$ cat src/rtl/voice_mixer_if.sv
// -----------------------------------------------------------------------------
// voice_mixer_if
//
// Bundles the voice-scan inputs and the mixed-sample output handshake of
// voice_mixer.
//
//   i_voice_index     8   voice being scanned (sampled in scan phase 0)
//   i_pipeline_state  2   shared scan phase: 0 read, 1 compute, 2 update, 3 unused
//   i_sample          16  signed enveloped sample (valid in scan phase 2)
//   i_ready           1   downstream accepts o_sample
//   i_clear_flags     1   clears o_overrun and o_clip
//   o_sample          16  signed mixed frame sample
//   o_valid           1   o_sample holds an unconsumed frame
//   o_overrun         1   sticky: a frame was overwritten before being consumed
//   o_clip            1   sticky: saturation occurred
//
// Modports: master = scan pipeline / DAC side, slave = the mixer.
// -----------------------------------------------------------------------------
interface voice_mixer_if;
   logic        [7:0]  i_voice_index;
   logic        [1:0]  i_pipeline_state;
   logic signed [15:0] i_sample;
   logic               i_ready;
   logic               i_clear_flags;
   logic signed [15:0] o_sample;
   logic               o_valid;
   logic               o_overrun;
   logic               o_clip;

   modport master (
      output i_voice_index,
      output i_pipeline_state,
      output i_sample,
      output i_ready,
      output i_clear_flags,
      input  o_sample,
      input  o_valid,
      input  o_overrun,
      input  o_clip
   );

   modport slave (
      input  i_voice_index,
      input  i_pipeline_state,
      input  i_sample,
      input  i_ready,
      input  i_clear_flags,
      output o_sample,
      output o_valid,
      output o_overrun,
      output o_clip
   );
endinterface

$ cat src/rtl/voice_mixer.sv
// -----------------------------------------------------------------------------
// voice_mixer
//
// Sums the enveloped sample of every voice in one scan (frame), scales the
// frame sum by an arithmetic right shift, saturates it to 16 bits and presents
// one mixed sample per frame over a valid/ready handshake.
//
// Ports:
//   i_clk    clock
//   i_reset  synchronous, active-high reset
//   bus      voice_mixer_if.slave (scan inputs, output handshake, sticky flags)
//
// Parameters:
//   NUM_VOICES  voices per frame (indices 0..NUM_VOICES-1, max 256)
//   ACC_W       accumulator width, >= 16 + clog2(NUM_VOICES)
//   MIX_SHIFT   arithmetic right shift of the frame sum
//   DC_SHIFT    DC-blocker pole coefficient
//
// Optional feature: define MIXER_DC_BLOCK_EN to insert a one-pole DC-blocking
// high-pass after saturation (one extra pipeline cycle). Without it the
// saturated value goes straight to the output register.
//
// Timing: the frame register loads at edge T (last voice, phase 2); the
// output register loads at T+1 (T+2 with the DC blocker).
// -----------------------------------------------------------------------------
module voice_mixer #(
   parameter int unsigned NUM_VOICES = 32,
   parameter int unsigned ACC_W      = 24,
   parameter int unsigned MIX_SHIFT  = 5,
   parameter int unsigned DC_SHIFT   = 8
) (
   input logic          i_clk,
   input logic          i_reset,
   voice_mixer_if.slave bus
);

   localparam logic [8:0] NUM_VOICES_W = 9'(NUM_VOICES);
   localparam logic [7:0] LAST_VOICE   = 8'(NUM_VOICES - 1);

   localparam logic signed [ACC_W-1:0] SAT_MAX = ACC_W'(32767);
   // Bitwise complement of 0x7fff sign-extended gives -32768.
   localparam logic signed [ACC_W-1:0] SAT_MIN = ~SAT_MAX;

   localparam logic [1:0] PH_READ   = 2'd0;
   localparam logic [1:0] PH_UPDATE = 2'd2;

   // Returns {clamped, value[15:0]}.
   function automatic logic [16:0] saturate(input logic signed [ACC_W-1:0] v);
      if (v > SAT_MAX) begin
         return {1'b1, 16'h7fff};
      end else if (v < SAT_MIN) begin
         return {1'b1, 16'h8000};
      end else begin
         return {1'b0, v[15:0]};
      end
   endfunction

   // ---------------------------------------------------------------------------
   // Accumulation
   // ---------------------------------------------------------------------------
   logic        [7:0]       tag_q;
   logic signed [ACC_W-1:0] acc_q;
   logic signed [ACC_W-1:0] frame_q;
   logic                    frame_load_q;

   logic signed [ACC_W-1:0] sample_ext;
   logic signed [ACC_W-1:0] acc_sum;
   logic                    accumulate;
   logic                    frame_end;

   assign sample_ext = {{(ACC_W-16){bus.i_sample[15]}}, bus.i_sample};
   assign acc_sum    = acc_q + sample_ext;

   // Tags outside the voice range are ignored entirely.
   assign accumulate = (bus.i_pipeline_state == PH_UPDATE) && ({1'b0, tag_q} < NUM_VOICES_W);
   assign frame_end  = accumulate && (tag_q == LAST_VOICE);

   always_ff @(posedge i_clk) begin
      if (i_reset) begin
         tag_q        <= '0;
         acc_q        <= '0;
         frame_q      <= '0;
         frame_load_q <= 1'b0;
      end else begin
         if (bus.i_pipeline_state == PH_READ) begin
            tag_q <= bus.i_voice_index;
         end
         if (accumulate) begin
            // Last voice closes the frame and restarts the sum from zero, so
            // no sample falls between frames.
            acc_q <= frame_end ? '0 : acc_sum;
         end
         if (frame_end) begin
            frame_q <= acc_sum;
         end
         frame_load_q <= frame_end;
      end
   end

   // ---------------------------------------------------------------------------
   // Scale and saturate
   // ---------------------------------------------------------------------------
   logic signed [ACC_W-1:0] scaled;
   logic        [16:0]      scaled_sat;

   assign scaled     = frame_q >>> MIX_SHIFT;
   assign scaled_sat = saturate(scaled);

   logic        result_load;
   logic [15:0] result_val;
   logic        result_clip;

`ifdef MIXER_DC_BLOCK_EN
   // ---------------------------------------------------------------------------
   // DC blocker: y = x - x_prev + y_prev - (y_prev >>> DC_SHIFT).
   // y_prev_q doubles as the pipeline register feeding the output stage.
   // ---------------------------------------------------------------------------
   logic signed [ACC_W-1:0] x_prev_q;
   logic signed [ACC_W-1:0] y_prev_q;
   logic                    dc_load_q;
   logic                    dc_clip_q;

   logic signed [ACC_W-1:0] x_cur;
   logic signed [ACC_W-1:0] y_next;
   logic        [16:0]      y_sat;

   assign x_cur  = {{(ACC_W-16){scaled_sat[15]}}, scaled_sat[15:0]};
   assign y_next = x_cur - x_prev_q + y_prev_q - (y_prev_q >>> DC_SHIFT);
   assign y_sat  = saturate(y_prev_q);

   always_ff @(posedge i_clk) begin
      if (i_reset) begin
         x_prev_q  <= '0;
         y_prev_q  <= '0;
         dc_load_q <= 1'b0;
         dc_clip_q <= 1'b0;
      end else begin
         if (frame_load_q) begin
            x_prev_q  <= x_cur;
            y_prev_q  <= y_next;
            dc_clip_q <= scaled_sat[16];
         end
         dc_load_q <= frame_load_q;
      end
   end

   always_comb begin
      result_load = dc_load_q;
      result_val  = y_sat[15:0];
      result_clip = y_sat[16] | dc_clip_q;
   end
`else
   always_comb begin
      result_load = frame_load_q;
      result_val  = scaled_sat[15:0];
      result_clip = scaled_sat[16];
   end
`endif

   // ---------------------------------------------------------------------------
   // Output register and sticky flags
   // ---------------------------------------------------------------------------
   logic [15:0] sample_q;
   logic        valid_q;
   logic        overrun_q;
   logic        clip_q;

   always_ff @(posedge i_clk) begin
      if (i_reset) begin
         sample_q  <= '0;
         valid_q   <= 1'b0;
         overrun_q <= 1'b0;
         clip_q    <= 1'b0;
      end else begin
         // A new result wins over a same-cycle handshake: valid stays high.
         if (result_load) begin
            sample_q <= result_val;
            valid_q  <= 1'b1;
         end else if (valid_q && bus.i_ready) begin
            valid_q <= 1'b0;
         end

         // Setting a flag has priority over clearing it.
         if (result_load && valid_q && !bus.i_ready) begin
            overrun_q <= 1'b1;
         end else if (bus.i_clear_flags) begin
            overrun_q <= 1'b0;
         end

         if (result_load && result_clip) begin
            clip_q <= 1'b1;
         end else if (bus.i_clear_flags) begin
            clip_q <= 1'b0;
         end
      end
   end

   assign bus.o_sample  = sample_q;
   assign bus.o_valid   = valid_q;
   assign bus.o_overrun = overrun_q;
   assign bus.o_clip    = clip_q;

endmodule
$ cat src/flat_wrapper.sv
// flat-port wrapper written by rule: the top's interface ports become plain ports
module voice_mixer_flat 
#(
   parameter int unsigned NUM_VOICES = 32,
   parameter int unsigned ACC_W      = 24,
   parameter int unsigned MIX_SHIFT  = 5,
   parameter int unsigned DC_SHIFT   = 8
)
  (i_clk, i_reset, bus_i_voice_index, bus_i_pipeline_state, bus_i_sample, bus_i_ready, bus_i_clear_flags, bus_o_sample, bus_o_valid, bus_o_overrun, bus_o_clip);
  voice_mixer_if bus_i ();
  input logic i_clk;
  input logic i_reset;
  input wire logic [$bits(bus_i.i_voice_index)-1:0] bus_i_voice_index;
  input wire logic [$bits(bus_i.i_pipeline_state)-1:0] bus_i_pipeline_state;
  input wire logic [$bits(bus_i.i_sample)-1:0] bus_i_sample;
  input wire logic [$bits(bus_i.i_ready)-1:0] bus_i_ready;
  input wire logic [$bits(bus_i.i_clear_flags)-1:0] bus_i_clear_flags;
  output wire logic [$bits(bus_i.o_sample)-1:0] bus_o_sample;
  output wire logic [$bits(bus_i.o_valid)-1:0] bus_o_valid;
  output wire logic [$bits(bus_i.o_overrun)-1:0] bus_o_overrun;
  output wire logic [$bits(bus_i.o_clip)-1:0] bus_o_clip;
  assign bus_i.i_voice_index = bus_i_voice_index;
  assign bus_i.i_pipeline_state = bus_i_pipeline_state;
  assign bus_i.i_sample = bus_i_sample;
  assign bus_i.i_ready = bus_i_ready;
  assign bus_i.i_clear_flags = bus_i_clear_flags;
  assign bus_o_sample = bus_i.o_sample;
  assign bus_o_valid = bus_i.o_valid;
  assign bus_o_overrun = bus_i.o_overrun;
  assign bus_o_clip = bus_i.o_clip;
  voice_mixer #(.NUM_VOICES(NUM_VOICES), .ACC_W(ACC_W), .MIX_SHIFT(MIX_SHIFT), .DC_SHIFT(DC_SHIFT)) u_core (.i_clk(i_clk), .i_reset(i_reset), .bus(bus_i));
endmodule
$ cat config.mk
export PLATFORM = sky130hd
export DESIGN_NAME = voice_mixer_flat
export DESIGN_NICKNAME = d
export VERILOG_FILES = /design/src/rtl/voice_mixer_if.sv /design/src/rtl/voice_mixer.sv /design/src/flat_wrapper.sv
export SDC_FILE = /design/constraint.sdc
export NUM_CORES = 1
export LEC_CHECK = 0
export ABC_CLOCK_PERIOD_IN_PS = 2500
export CAP_MARGIN = 10
export CORE_ASPECT_RATIO = 2
export CORE_UTILIZATION = 50
export CTS_CLUSTER_SIZE = 24
export DETAILED_ROUTE_END_ITERATION = 8
export GPL_TIMING_DRIVEN = 0
export HOLD_SLACK_MARGIN = 0.15
export PLACE_DENSITY = 0.76
export SLEW_MARGIN = 25
export SYNTH_ARGS = -nofsm -noshare
export SYNTH_HDL_FRONTEND = slang
export SYNTH_SLANG_ARGS = --single-unit
$ cat constraint.sdc
create_clock -name i_clk -period 2.5 [get_ports i_clk]
set_input_delay 0.5 -clock i_clk [delete_from_list [all_inputs] [get_ports i_clk]]
set_output_delay 0.5 -clock i_clk [all_outputs]
set_load 0.02 [all_outputs]
---- Word level (Yosys, flattened, before mapping) ----
Cells that the tools add are included.
operators by class
  add/subtract/negate cells ............... 1
  magnitude comparators ................... 3
  equal/unequal tests ..................... 2
  mux-type cells .......................... 8
  reductions and logical operators ........ 11
operator list
  operator                number
  $mux W17                2
  $add A24 B16 Y24        1
  $mux W24                1
  $gt A19 B16 Y1 const B  1
  $lt A19 B16 Y1 const B  1
  $eq A8 B5 Y1 const B    1
  $lt A8 B6 Y1 const B    1
  $logic_and A1 B1 Y1     6
  $reduce_bool A2 Y1      3
  $mux W1                 5
  $eq A2 B2 Y1 const B    1
  $logic_not A2 Y1        1
  $logic_not A1 Y1        1
word-level totals
  register bits after elaboration ......... 76
  input bits .............................. 30
  output and inout bits ................... 19
  logic and storage cells ................. 33

---- Depth between registers and ports, before layout ----
Gate-level depths: netlist (run 1).
  depth after elaboration ................. 5
  gate-level depth with buffers ........... 11
  gate-level depth less buffers ........... 11

---- Worst setup path before layout (run 1) ----
OpenSTA, ideal clock, no wires.
  kind .................................... input port to flip-flop
  start point ............................. input bus_i_sample[0]
  end point ............................... register u_core.acc_q[20]
  setup time .............................. 0.117 ns
  arrival time ............................ 2.382 ns
  data required time ...................... 2.383 ns
  slack ................................... 0.001 ns
  cell stages on the path ................. 11
  path buffers ............................ 0
  cell sequence ........................... ha_1 -> inv_1 -> fa_1 -> nor2b_1 -> o21bai_1 -> a21boi_1 -> o21a_1 -> a211oi_1 -> nor4_1 -> nor2b_1 -> a22o_1
between the ends
  longest elaborated chain between the ends .. 2
ends and longest elaborated chain
  item                    line                source
  start: declaration      flat_wrapper.sv:15  input wire logic [$bits(bus_i.i_sample)-1:0] bus_i_sample;
  $add A24 B16 Y24        voice_mixer.sv:72   assign acc_sum = acc_q + sample_ext;
  $mux W24                voice_mixer.sv:91   acc_q <= frame_end ? '0 : acc_sum;
  end signal: assignment  voice_mixer.sv:91
  end: declaration        voice_mixer.sv:62   logic signed [ACC_W-1:0] acc_q;
Every way passes these cells.
A chain may end at the register's enable or synchronous reset.

---- Final worst setup path (run 1) ----
  start point ............................. input bus_i_sample[9]
  end point ............................... register u_core.acc_q[12]
Same word-level chain as after synthesis.

==> results of run 1 <==
state kept, by name, summed over array words and instances, names as in the netlist:
signal,cells
u_core.bus.o_clip,1
u_core.tag_q,8
u_core.acc_q,24
u_core.frame_q,19
u_core.frame_load_q,1
u_core.bus.o_overrun,1
u_core.bus.o_sample,16
u_core.bus.o_valid,1
area by class of cell:
cell class / count / share of cell area
Clock buffer: 10 / 0.0456
Tap cell: 94 / 0.0225
Inverter: 12 / 0.00860
Sequential cell: 71 / 0.272
Clock inverter: 6 / 0.00860
Timing Repair Buffer: 75 / 0.123
Multi-Input combinational cell: 352 / 0.502
Buffer: 24 / 0.0177
path summary, 6_finish.rpt:
| path | startpoint | end | slack, ps | depth (start not counted) |
|---|---|---|---|---|
| min | u_core.frame_q[15]$_SDFFE_PP0P_ | u_core.frame_q[15]$_SDFFE_PP0P_ | 460 | 2 |
| max reg2reg | u_core.acc_q[0]$_SDFFE_PP0P_ | u_core.frame_q[14]$_SDFFE_PP0P_ | -10 | 11 |
| min reg2reg | u_core.frame_q[15]$_SDFFE_PP0P_ | u_core.frame_q[15]$_SDFFE_PP0P_ | 460 | 2 |
| max | bus_i_sample[9] | u_core.acc_q[12]$_SDFFE_PP0P_ | -60 | 11 |
power groups by stage:
stage	logic [W]	registers [W]	clock network [W]
global placement	0.000460	0.00120	0
global route	0.000661	0.00119	0.00128
floorplan	0.000336	0.00120	0
finish	0.000620	0.00119	0.00121
detailed placement	0.000470	0.00121	0
CTS	0.000551	0.00119	0.00122
metal layers:
layer	global-route usage	wire [um]
met1	0.268	3920
met2	0.495	6010
met3	0.0540	488
met4	0.203	615
met5	0	0
timing repair:
item,4_1_cts,5_1_grt
gates cloned,0,0
endpoints found under the setup margin,27,21
pin swaps,32,33
gates resized for setup,60,35
buffers inserted,21,9
critical path, stage by stage:
cell and delay (ps):
sky130_fd_sc_hd__dlygate4sd2_1 260, sky130_fd_sc_hd__ha_4 270, sky130_fd_sc_hd__a21o_1 180, sky130_fd_sc_hd__or3_1 340
sky130_fd_sc_hd__o211ai_1 340, sky130_fd_sc_hd__nand2_1 200, sky130_fd_sc_hd__buf_4 180, sky130_fd_sc_hd__buf_4 130
sky130_fd_sc_hd__xor2_2 150, sky130_fd_sc_hd__a22oi_1 160, sky130_fd_sc_hd__nor2_1 50
stage by stage:
step | util | TNS, ps | power, W
floorplan | - | 0 | 0.00154
global placement | 0.589 | -18000 | 0.00167
detailed placement | 0.589 | -19560 | 0.00168
CTS | 0.677 | 0 | 0.00296
global route | 0.694 | -399 | 0.00313
finish | 0.694 | -98.9 | 0.00302
kinds of logic after synthesis:
family	after synthesis	share of synthesized area
buf+inv	40	0.0395
flops	71	0.368
xor+xnor	19	0.0466
compound gates	150	0.266
fa+ha+maj	24	0.0797
simple gates	157	0.195
mux	2	0.00551
cells in the final DEF, fill, tap and decap left out, types with 3 or more instances in the layout:
cell type / n
sky130_fd_sc_hd__a21o_1: 10
sky130_fd_sc_hd__a21oi_1: 48
sky130_fd_sc_hd__a21oi_2: 8
sky130_fd_sc_hd__a22o_1: 11
sky130_fd_sc_hd__a22oi_1: 10
sky130_fd_sc_hd__a31oi_1: 4
sky130_fd_sc_hd__buf_4: 30
sky130_fd_sc_hd__clkbuf_1: 22
sky130_fd_sc_hd__clkbuf_16: 9
sky130_fd_sc_hd__clkbuf_2: 6
sky130_fd_sc_hd__clkdlybuf4s50_1: 31
sky130_fd_sc_hd__clkinvlp_4: 3
sky130_fd_sc_hd__dfxtp_1: 69
sky130_fd_sc_hd__dlygate4sd2_1: 5
sky130_fd_sc_hd__ha_1: 7
sky130_fd_sc_hd__ha_2: 3
sky130_fd_sc_hd__ha_4: 13
sky130_fd_sc_hd__inv_1: 10
sky130_fd_sc_hd__nand2_1: 52
sky130_fd_sc_hd__nand2b_1: 17
sky130_fd_sc_hd__nand3_1: 12
sky130_fd_sc_hd__nand3b_1: 5
sky130_fd_sc_hd__nor2_1: 36
sky130_fd_sc_hd__nor2b_1: 4
sky130_fd_sc_hd__nor3_1: 8
sky130_fd_sc_hd__o211ai_1: 19
sky130_fd_sc_hd__o21a_1: 4
sky130_fd_sc_hd__o21ai_0: 12
sky130_fd_sc_hd__or3_1: 3
sky130_fd_sc_hd__xnor2_1: 12
sky130_fd_sc_hd__xor2_1: 3
==> results.py, run 1 <==
metrics = {
    "yosys": {
        "synth-async-reset-ratio": 0,
        "yosysMostFrequentCell": "sky130_fd_sc_hd__dfxtp_1",
        "synth_edf_count": 0,
        "yosys-top-cells-area": "sky130_fd_sc_hd__dfxtp_1 (37%), sky130_fd_sc_hd__ha_1 (7.5%), sky130_fd_sc_hd__a21oi_1 (7.1%)",
        "synth_common_cells": "sky130_fd_sc_hd__dfxtp_1 (71), sky130_fd_sc_hd__a21oi_1 (55), sky130_fd_sc_hd__nand2_1 (52), sky130_fd_sc_hd__nor2_1 (38), sky130_fd_sc_hd__clkbuf_1 (26)",
        "synthDistinctLibCells": 53,
        "synth_top_cell_by_area": "sky130_fd_sc_hd__dfxtp_1",
        "syn-mean-instance-area_um2": 8.34,
        "synthFlopType": "sky130_fd_sc_hd__dfxtp_1",
        "yosys_warnings": 0,
        "post_synth_inst_count": 463,
        "synthesis.nets": 517,
        "synth_sequential_area_ratio": 0.368,
        "ys_seq_elements": 71,
        "mappedNetlistArea_um2": 3860,
        "yosysTopAreaCellShare": 0.368,
    },
    "cts": {
        "ctsRootBufferMaster": "sky130_fd_sc_hd__clkbuf_16",
        "htree_levels": 3,
        "clock-sinks": 71,
        "number_of_buffers_inserted_during_clock_tree_synthesis": 9,
        "insertion_delay_ps": 340,
        "cts.path.max_buffers": 2,
        "clk_transition_reported_paths_ps": 60,
        "cts_hold_buf": 0,
        "tritoncts_clock_tree": "done",
    },
    "status": {
        "result_of_the_run": "finished, violations left",
        "violated_checks": "setup timing",
    },
    "finish": {
        "non_filler_instances": 644,
        "syn2layout_area_growth_pct": 35.6,
        "final_layout_size_suffix_gt1_frac": 0.209,
        "fillers": 615,
        "multi_input_comb_area_um2": 2630,
        "diodes": 0,
        "layout.area.seq_um2": 1420,
        "fin_area_um2": 5240,
        "design.final.nets": 599,
    },
    "route": {
        "drt.antenna.violating_nets": 0,
        "remaining_drc_errors": 0,
        "routed_via_density": 5.97,
        "drt-total-wl_um": 11000,
        "drt_iter0_drc": 257,
        "route.detailed.wl_per_inst_um": 17.1,
        "route.vias.total": 3846,
        "number_of_detailed_routing_iterations_run_before_antenna_repair": 5,
    },
    "floorplanning": {
        "fp.dieH_um": 126,
        "design.core.area_um2": 7540,
        "die_width_um": 64.2,
        "floorplan.initialDensity": 0.512,
        "rows": 45,
        "io_pins": 49,
        "dieArea_um2": 8100,
    },
    "flow_run": {
        "number_of_maximum_capacitance_constraint_violations": 0,
    },
    "worst_setup_path": {
        "arrival_ps": 2770,
        "critical_path.max_fanout": 6,
        "path_class": "primary input to flip-flop",
        "worst_setup_path_start_kind": "primary input",
        "critPathRequiredTime_ps": 2710,
        "end_kind": "flip-flop",
    },
    "place": {
        "io_buffer_count": 46,
        "dp.final_hpwl_um": 7290,
        "placed_cells_incl_taps": 603,
        "placed_instance_area_um2": 4440,
        "gp_routability_congestion": 0.932,
        "detailedPlace.worstSlack_ps": -1070,
    },
    "global_routing": {
        "grt_use_total": 0.274,
        "first_global_vias": 3876,
        "global_route.overflow_total": 0,
        "grt_pass1_wl_um": 17400,
        "grt_start_max_net_pins": 14,
        "initial_antenna_violation_count": 0,
    },
    "timing": {
        "fin_worst_skew_ps": 4.30,
        "finalHoldViolCount": 0,
        "holdWs_ps": 458,
        "finalCritPeriodShare": 1.03,
        "report.final.setup_viol": 3,
        "worst-slew-pin-transition_ps": 565,
        "timing_max_transition_violations_final": 0,
        "final.min_clock_period_ps": 2560,
        "maxClockFrequency_mhz": 390,
        "grt_setup_unrepaired": "true",
        "fin_ws_ps": -64.0,
        "timing.max_slew.rel_slack": 0.623,
    },
    "power_and_ir_drop": {
        "p_leak_nw": 1.96,
        "power.share.sequential": 0.394,
        "power_density_nw_per_um2": 577,
        "comb_power_share": 0.205,
        "pwr-share-clk": 0.401,
        "cell_internal_pwr_w": 0.00216,
        "netSwitchingPower_w": 0.000866,
        "fraction_of_power_spent_switching_nets": 0.287,
        "ir_drop_v": 0.000406,
    },
    "min_path": {
        "holdCritPathClass": "flip-flop to flip-flop",
    },
}
(Power assumes the default switching activity.)
==> inputs of run 2 (changes only) <==
--- a/config.mk
+++ b/config.mk
@@ -9,6 +9,7 @@
 export CAP_MARGIN = 10
 export CORE_ASPECT_RATIO = 2
 export CORE_UTILIZATION = 50
+export CTS_BUF_LIST = sky130_fd_sc_hd__clkbuf_4
 export CTS_CLUSTER_SIZE = 24
 export DETAILED_ROUTE_END_ITERATION = 8
 export GPL_TIMING_DRIVEN = 0
==> run 2 against run 1 <==
Net effect:
- the flow still finishes with violations (setup timing)
- critical endpoint is now u_core.frame_q[17]$_SDFFE_PP0P_
- design area shrank 4.9%
- total power is 20% lower
- sequential share of layout area is 1.5 points higher
- first-iteration DRC count is 9.3% lower
- clock skew rose by 6.0 ps
- worst setup slack better by 62 ps
- non-clock buffer count down 8
- utilization is 3.4 points lower
- fmax grew 2.5%
==> results.py, run 2 (synthesis results as in run 1) <==
metrics = {
    "cts": {
        "insertion_delay_ps": 430,
        "clock-sinks": 71,
        "number_of_buffers_inserted_during_clock_tree_synthesis": 9,
        "htree_levels": 3,
        "tritoncts_clock_tree": "done",
        "cts_hold_buf": 0,
        "clk_transition_reported_paths_ps": 120,
        "ctsRootBufferMaster": "sky130_fd_sc_hd__clkbuf_4",
        "cts.path.max_buffers": 2,
    },
    "worst_setup_path": {
        "worst-r2r-setup-slack_ps": 20,
        "crit-reg2reg-launch": "u_core.acc_q[5]$_SDFFE_PP0P_",
        "path_class": "primary input to flip-flop",
        "worst_setup_path_start_kind": "primary input",
        "critPathRequiredTime_ps": 2880,
        "critical_path.max_fanout": 6,
        "critical-path-max-stage-delay_ps": 440,
        "worst_path_most_repeated_cell": "sky130_fd_sc_hd__nand3_1",
        "cpMaxStageDelayCell": "sky130_fd_sc_hd__ha_1",
        "reg2reg_to": "u_core.frame_q[17]$_SDFFE_PP0P_",
        "arrival_ps": 2880,
        "end_kind": "flip-flop",
        "worstRegToRegCells": 9,
        "crit_path_cell_trace": "clkdlybuf4s50_1, ha_1, nand3_1, nor2_1, a211o_4, a2111oi_4, or3_4, or4_1, nand3_1",
    },
    "finish": {
        "top_register": "u_core.acc_q",
        "largest_reg_flops": 24,
        "utilization_after_layout": 0.660,
        "fillers": 666,
        "final_layout_size_suffix_gt1_frac": 0.170,
        "most_frequent_cells_in_the_layout": "sky130_fd_sc_hd__dfxtp_1 (67), sky130_fd_sc_hd__nand2_1 (52), sky130_fd_sc_hd__a21oi_1 (48)",
        "design.final.nets": 591,
        "mostFrequentLayoutCell": "sky130_fd_sc_hd__dfxtp_1",
        "syn2layout_area_growth_pct": 28.9,
    },
    "global_routing": {
        "grt_start_max_net_pins": 14,
        "grt_use_total": 0.263,
        "grt_pass1_wl_um": 16600,
        "global_route.overflow_total": 0,
        "initial_antenna_violation_count": 1,
        "first_global_vias": 3717,
    },
    "timing": {
        "worst-slew-pin-transition_ps": 586,
        "fin_worst_skew_ps": 10.3,
        "report.final.setup_viol": 1,
        "fin_setup_tns_ps": -2.07,
        "maxClockFrequency_mhz": 400,
        "timing_max_transition_violations_final": 0,
        "finalHoldViolCount": 0,
        "grt_setup_unrepaired": "true",
        "finalCritPeriodShare": 1.00,
        "timing.max_slew.rel_slack": 0.609,
        "final.min_clock_period_ps": 2500,
        "fin_ws_ps": -2.07,
    },
    "status": {
        "result_of_the_run": "finished, violations left",
        "violated_checks": "setup timing",
    },
    "place": {
        "gp_routability_congestion": 0.932,
        "io_buffer_count": 46,
        "dp.final_hpwl_um": 7290,
    },
    "route": {
        "drt_iter0_drc": 233,
        "route.detailed.wl_per_inst_um": 16.1,
        "routed_via_density": 5.80,
        "route.vias.total": 3695,
        "remaining_drc_errors": 0,
        "drt.antenna.violating_nets": 0,
        "drt-total-wl_um": 10200,
        "number_of_detailed_routing_iterations_run_before_antenna_repair": 5,
    },
    "floorplanning": {
        "die_width_um": 64.2,
        "dieArea_um2": 8100,
        "io_pins": 49,
        "fp.dieH_um": 126,
        "floorplan.initialDensity": 0.512,
        "rows": 45,
        "design.core.area_um2": 7540,
    },
    "power_and_ir_drop": {
        "total_power_w": 0.00241,
        "power_density_nw_per_um2": 484,
        "p_leak_nw": 1.87,
        "ir_drop_v": 0.000255,
    },
    "min_path": {
        "holdCritPathClass": "flip-flop to flip-flop",
        "hold_path_startpoint": "u_core.frame_q[19]$_SDFFE_PP0P_",
        "holdPathStages": 2,
        "hold_path_end": "u_core.frame_q[19]$_SDFFE_PP0P_",
    },
    "flow_run": {
        "number_of_maximum_capacitance_constraint_violations": 0,
    },
}
[run 2: cell types whose count changed in the layout (fill, tap and decap cells not counted), moves of 3 or more]
| cell | delta |
|---|---|
| sky130_fd_sc_hd__dlygate4sd2_1 | +3 |
| sky130_fd_sc_hd__buf_4 | -9 |
| sky130_fd_sc_hd__clkbuf_16 | -9 |
| sky130_fd_sc_hd__clkbuf_2 | -6 |
| sky130_fd_sc_hd__clkbuf_4 | +10 |
| sky130_fd_sc_hd__ha_1 | +3 |
| sky130_fd_sc_hd__ha_4 | -3 |
[run 2: area by class of cell]
| cell class | instances | area [um2] | area share |
|---|---|---|---|
| multi-input cells | 352 | 2560 | 0.515 |
| repair buffers | 67 | 616 | 0.124 |
| flip-flops and latches | 71 | 1430 | 0.287 |
| plain buffers | 24 | 92.6 | 0.0186 |
| inverters | 12 | 45.0 | 0.00905 |
| well taps | 94 | 118 | 0.0236 |
| clock buffers | 9 | 67.6 | 0.0136 |
| clock inverters | 7 | 48.8 | 0.00980 |
| diodes | 1 | 2.50 | 0.000503 |
[run 2: worst max path at each step]
stage,cells past startpoint,slack (ps),endpoint,startpoint
2_1_floorplan,11,0.8,u_core.acc_q[20]$_SDFFE_PP0P_,bus_i_sample[0]
3_3_place_gp,11,-1010,u_core.frame_q[23]$_SDFFE_PP0P_,bus_i_sample[15]
3_5_place_dp,11,-1070,u_core.frame_q[23]$_SDFFE_PP0P_,bus_i_sample[15]
4_1_cts,10,2,u_core.acc_q[20]$_SDFFE_PP0P_,bus_i_sample[13]
5_1_grt,8,-50,u_core.acc_q[20]$_SDFFE_PP0P_,u_core.acc_q[15]$_SDFFE_PP0P_
6_report,9,-2,u_core.frame_q[17]$_SDFFE_PP0P_,bus_i_sample[12]
[run 2: critical path: cells and delay by family]
family          cells  cell delay [ps]
fa+ha+maj           1              440
compound gates      2              270
buf+inv             1              430
simple gates        5             1240
[run 2: timing repair]
| action | CTS | global route |
|---|---|---|
| setup buffers | 16 | 6 |
| gates resized for setup | 44 | 26 |
| pin swaps | 22 | 28 |
| endpoints found under the setup margin | 20 | 18 |
[run 2: metal layers]
layer	wire, um	share of wire	global-route usage	vias up
met4	460	0.045	0.174	0
li1	-	-	-	1808
met1	3780	0.37	0.257	1740
met3	372	0.036	0.0441	34
met2	5630	0.55	0.489	113
met5	0	0	0	-
[run 2: where the power goes]
part | leakage [nW] | total, W | internal [W] | switching [W]
clock network | 0.0560 | 0.000650 | 0.000203 | 0.000447
logic | 1.23 | 0.000571 | 0.000263 | 0.000308
registers | 0.577 | 0.00119 | 0.00116 | 0.0000236
[run 2: stage by stage]
stage               instance area, um2  cells  setup slack [ps]  hold WS [ps]
global route                      4980    637             -49.9           487
finish                            4980    637             -2.07           464
floorplan                         3860    463             0.756           432
CTS                               4840    633              1.52           466
global placement                  4440    603             -1010           441
detailed placement                4440    603             -1070           449
==> inputs of run 3 (changes only) <==
--- a/config.mk
+++ b/config.mk
@@ -12,7 +12,6 @@
 export CTS_BUF_LIST = sky130_fd_sc_hd__clkbuf_4
 export CTS_CLUSTER_SIZE = 24
 export DETAILED_ROUTE_END_ITERATION = 8
-export GPL_TIMING_DRIVEN = 0
 export HOLD_SLACK_MARGIN = 0.15
 export PLACE_DENSITY = 0.76
 export SLEW_MARGIN = 25
==> run 3 against run 2 <==
Net effect:
- the flow still finishes with violations (setup timing)
- design area rose by 6.9%
- critical path depth rose by 2
- fmax fell by 0.77%
- worst setup slack got worse by 19 ps
- largest cell class unchanged
- largest power group unchanged
==> results.py, run 3 (synthesis results as in run 1) <==
metrics = {
    "status": {
        "result_of_the_run": "finished, violations left",
        "violated_checks": "setup timing",
    },
    "place": {
        "gp_routability_congestion": 0.923,
        "io_buffer_count": 48,
        "dp.final_hpwl_um": 7500,
        "placed_instance_area_um2": 4860,
    },
    "route": {
        "route.detailed.wl_per_inst_um": 16.6,
        "remaining_drc_errors": 0,
        "routed_via_density": 5.79,
        "drt.antenna.violating_nets": 0,
        "drt-total-wl_um": 11100,
        "route.vias.total": 3871,
        "drt_iter0_drc": 209,
        "number_of_detailed_routing_iterations_run_before_antenna_repair": 5,
    },
    "cts": {
        "number_of_buffers_inserted_during_clock_tree_synthesis": 9,
        "cts_hold_buf": 0,
        "clk_transition_reported_paths_ps": 110,
        "insertion_delay_ps": 420,
        "ctsRootBufferMaster": "sky130_fd_sc_hd__clkbuf_4",
        "tritoncts_clock_tree": "done",
        "cts.path.max_buffers": 2,
        "htree_levels": 3,
        "clock-sinks": 71,
    },
    "finish": {
        "top_register": "u_core.acc_q",
        "fin_area_um2": 5320,
        "syn2layout_area_growth_pct": 37.8,
        "utilization_after_layout": 0.705,
        "largest_reg_flops": 24,
        "mostFrequentLayoutCell": "sky130_fd_sc_hd__buf_4",
        "most_frequent_cells_in_the_layout": "sky130_fd_sc_hd__buf_4 (73), sky130_fd_sc_hd__dfxtp_1 (70), sky130_fd_sc_hd__nand2_1 (52)",
        "final_layout_size_suffix_gt1_frac": 0.244,
        "design.final.nets": 622,
    },
    "timing": {
        "report.final.setup_viol": 2,
        "finalCritPeriodShare": 1.01,
        "worst-slew-pin-transition_ps": 901,
        "grt_setup_unrepaired": "true",
        "timing.max_slew.rel_slack": 0.399,
        "fin_worst_skew_ps": 20.1,
        "holdWs_ps": 461,
        "finalHoldViolCount": 0,
        "timing_max_transition_violations_final": 0,
        "final.min_clock_period_ps": 2520,
        "maxClockFrequency_mhz": 397,
        "fin_ws_ps": -21.5,
    },
    "power_and_ir_drop": {
        "total_power_w": 0.00251,
        "netSwitchingPower_w": 0.000799,
        "power.share.sequential": 0.475,
        "power_density_nw_per_um2": 471,
        "fraction_of_power_spent_switching_nets": 0.319,
        "pwr-share-clk": 0.256,
        "cell_internal_pwr_w": 0.00171,
        "comb_power_share": 0.269,
        "ir_drop_v": 0.000290,
        "p_leak_nw": 2.13,
    },
    "floorplanning": {
        "design.core.area_um2": 7540,
        "rows": 45,
        "floorplan.initialDensity": 0.512,
        "io_pins": 49,
        "die_width_um": 64.2,
        "dieArea_um2": 8100,
        "fp.dieH_um": 126,
    },
    "global_routing": {
        "global_route.overflow_total": 0,
        "grt_start_max_net_pins": 35,
        "grt_use_total": 0.267,
        "first_global_vias": 3783,
        "grt_pass1_wl_um": 16800,
        "initial_antenna_violation_count": 1,
    },
    "worst_setup_path": {
        "critical_path.max_fanout": 7,
        "worstRegToRegCells": 11,
        "arrival_ps": 2840,
        "end_kind": "flip-flop",
        "critPathRequiredTime_ps": 2810,
        "worst_setup_path_start_kind": "primary input",
        "path_class": "primary input to flip-flop",
    },
    "min_path": {
        "holdPathStages": 2,
        "holdCritPathClass": "primary input to flip-flop",
    },
    "flow_run": {
        "number_of_maximum_capacitance_constraint_violations": 0,
    },
}
## run 3: cell count changes in the layout (fill, tap and decap cells not counted), sizes merged, moves of 3 or more
cell / before / now
clkdlybuf4s50: 33 / 37
clkbuf: 32 / 10
buf: 23 / 75
dlygate4sd2: 8 / 3
dlymetal6s2s: 4 / 7
## run 3: cell type report
type,instances,area (um2)
tap,94,118
timing repair buffer,122,1050
sequential,71,1420
fill,624,2220
antenna,1,2.50
clock inverter,6,37.5
multi-input combinational,352,2570
clock buffer,10,75.1
inverter,12,45.0
## run 3: stage by stage
step	instances	TNS, ps	worst slack [ps]
3_5_place_dp	644	-13910	-614
2_1_floorplan	463	0	0.756
5_1_grt	668	-209	-86.8
6_report	668	-42.7	-21.5
4_1_cts	662	-25.4	-11.5
3_3_place_gp	644	-12600	-539
## run 3: repair_timing
action                                 CTS  global route
endpoints found under the hold margin    0             0
buffers inserted                         2             5
pin swaps                               15            26
setup endpoints to repair               19            24
resized for setup                       26            30
## run 3: worst paths after layout
kind | start | to | slack (ps)
setup / recovery | bus_i_sample[14] | u_core.acc_q[20]$_SDFFE_PP0P_ | -20
hold / removal | i_reset | u_core.frame_q[20]$_SDFFE_PP0P_ | 460
setup reg to reg | u_core.acc_q[0]$_SDFFE_PP0P_ | u_core.frame_q[14]$_SDFFE_PP0P_ | -20
hold reg to reg | u_core.frame_q[9]$_SDFFE_PP0P_ | u_core.frame_q[9]$_SDFFE_PP0P_ | 460
## run 3: worst max-delay path, stage by stage
cell,delay (ps)
sky130_fd_sc_hd__clkdlybuf4s50_1,400
sky130_fd_sc_hd__ha_1,300
sky130_fd_sc_hd__buf_4,160
sky130_fd_sc_hd__and4_1,260
sky130_fd_sc_hd__buf_4,150
sky130_fd_sc_hd__nand3_1,110
sky130_fd_sc_hd__nor2_1,210
sky130_fd_sc_hd__a211oi_2,110
sky130_fd_sc_hd__nor4_2,340
sky130_fd_sc_hd__nor2b_1,90
sky130_fd_sc_hd__a22o_1,190
## run 3: power groups by stage
stage / clock network, W / registers (W) / logic, W
3_5_place_dp: 0 / 0.00121 / 0.000580
6_report: 0.000642 / 0.00119 / 0.000674
5_1_grt: 0.000700 / 0.00119 / 0.000718
3_3_place_gp: 0 / 0.00121 / 0.000570
2_1_floorplan: 0 / 0.00120 / 0.000336
4_1_cts: 0.000643 / 0.00118 / 0.000619
## run 3: metal layers
| layer | track usage | vias to the layer above | part of all wire |
|---|---|---|---|
| met5 | 0 | - | 0 |
| met4 | 0.157 | 0 | 0.049 |
| met3 | 0.0387 | 41 | 0.035 |
| met2 | 0.512 | 116 | 0.56 |
| met1 | 0.259 | 1840 | 0.36 |
| li1 | - | 1874 | - |
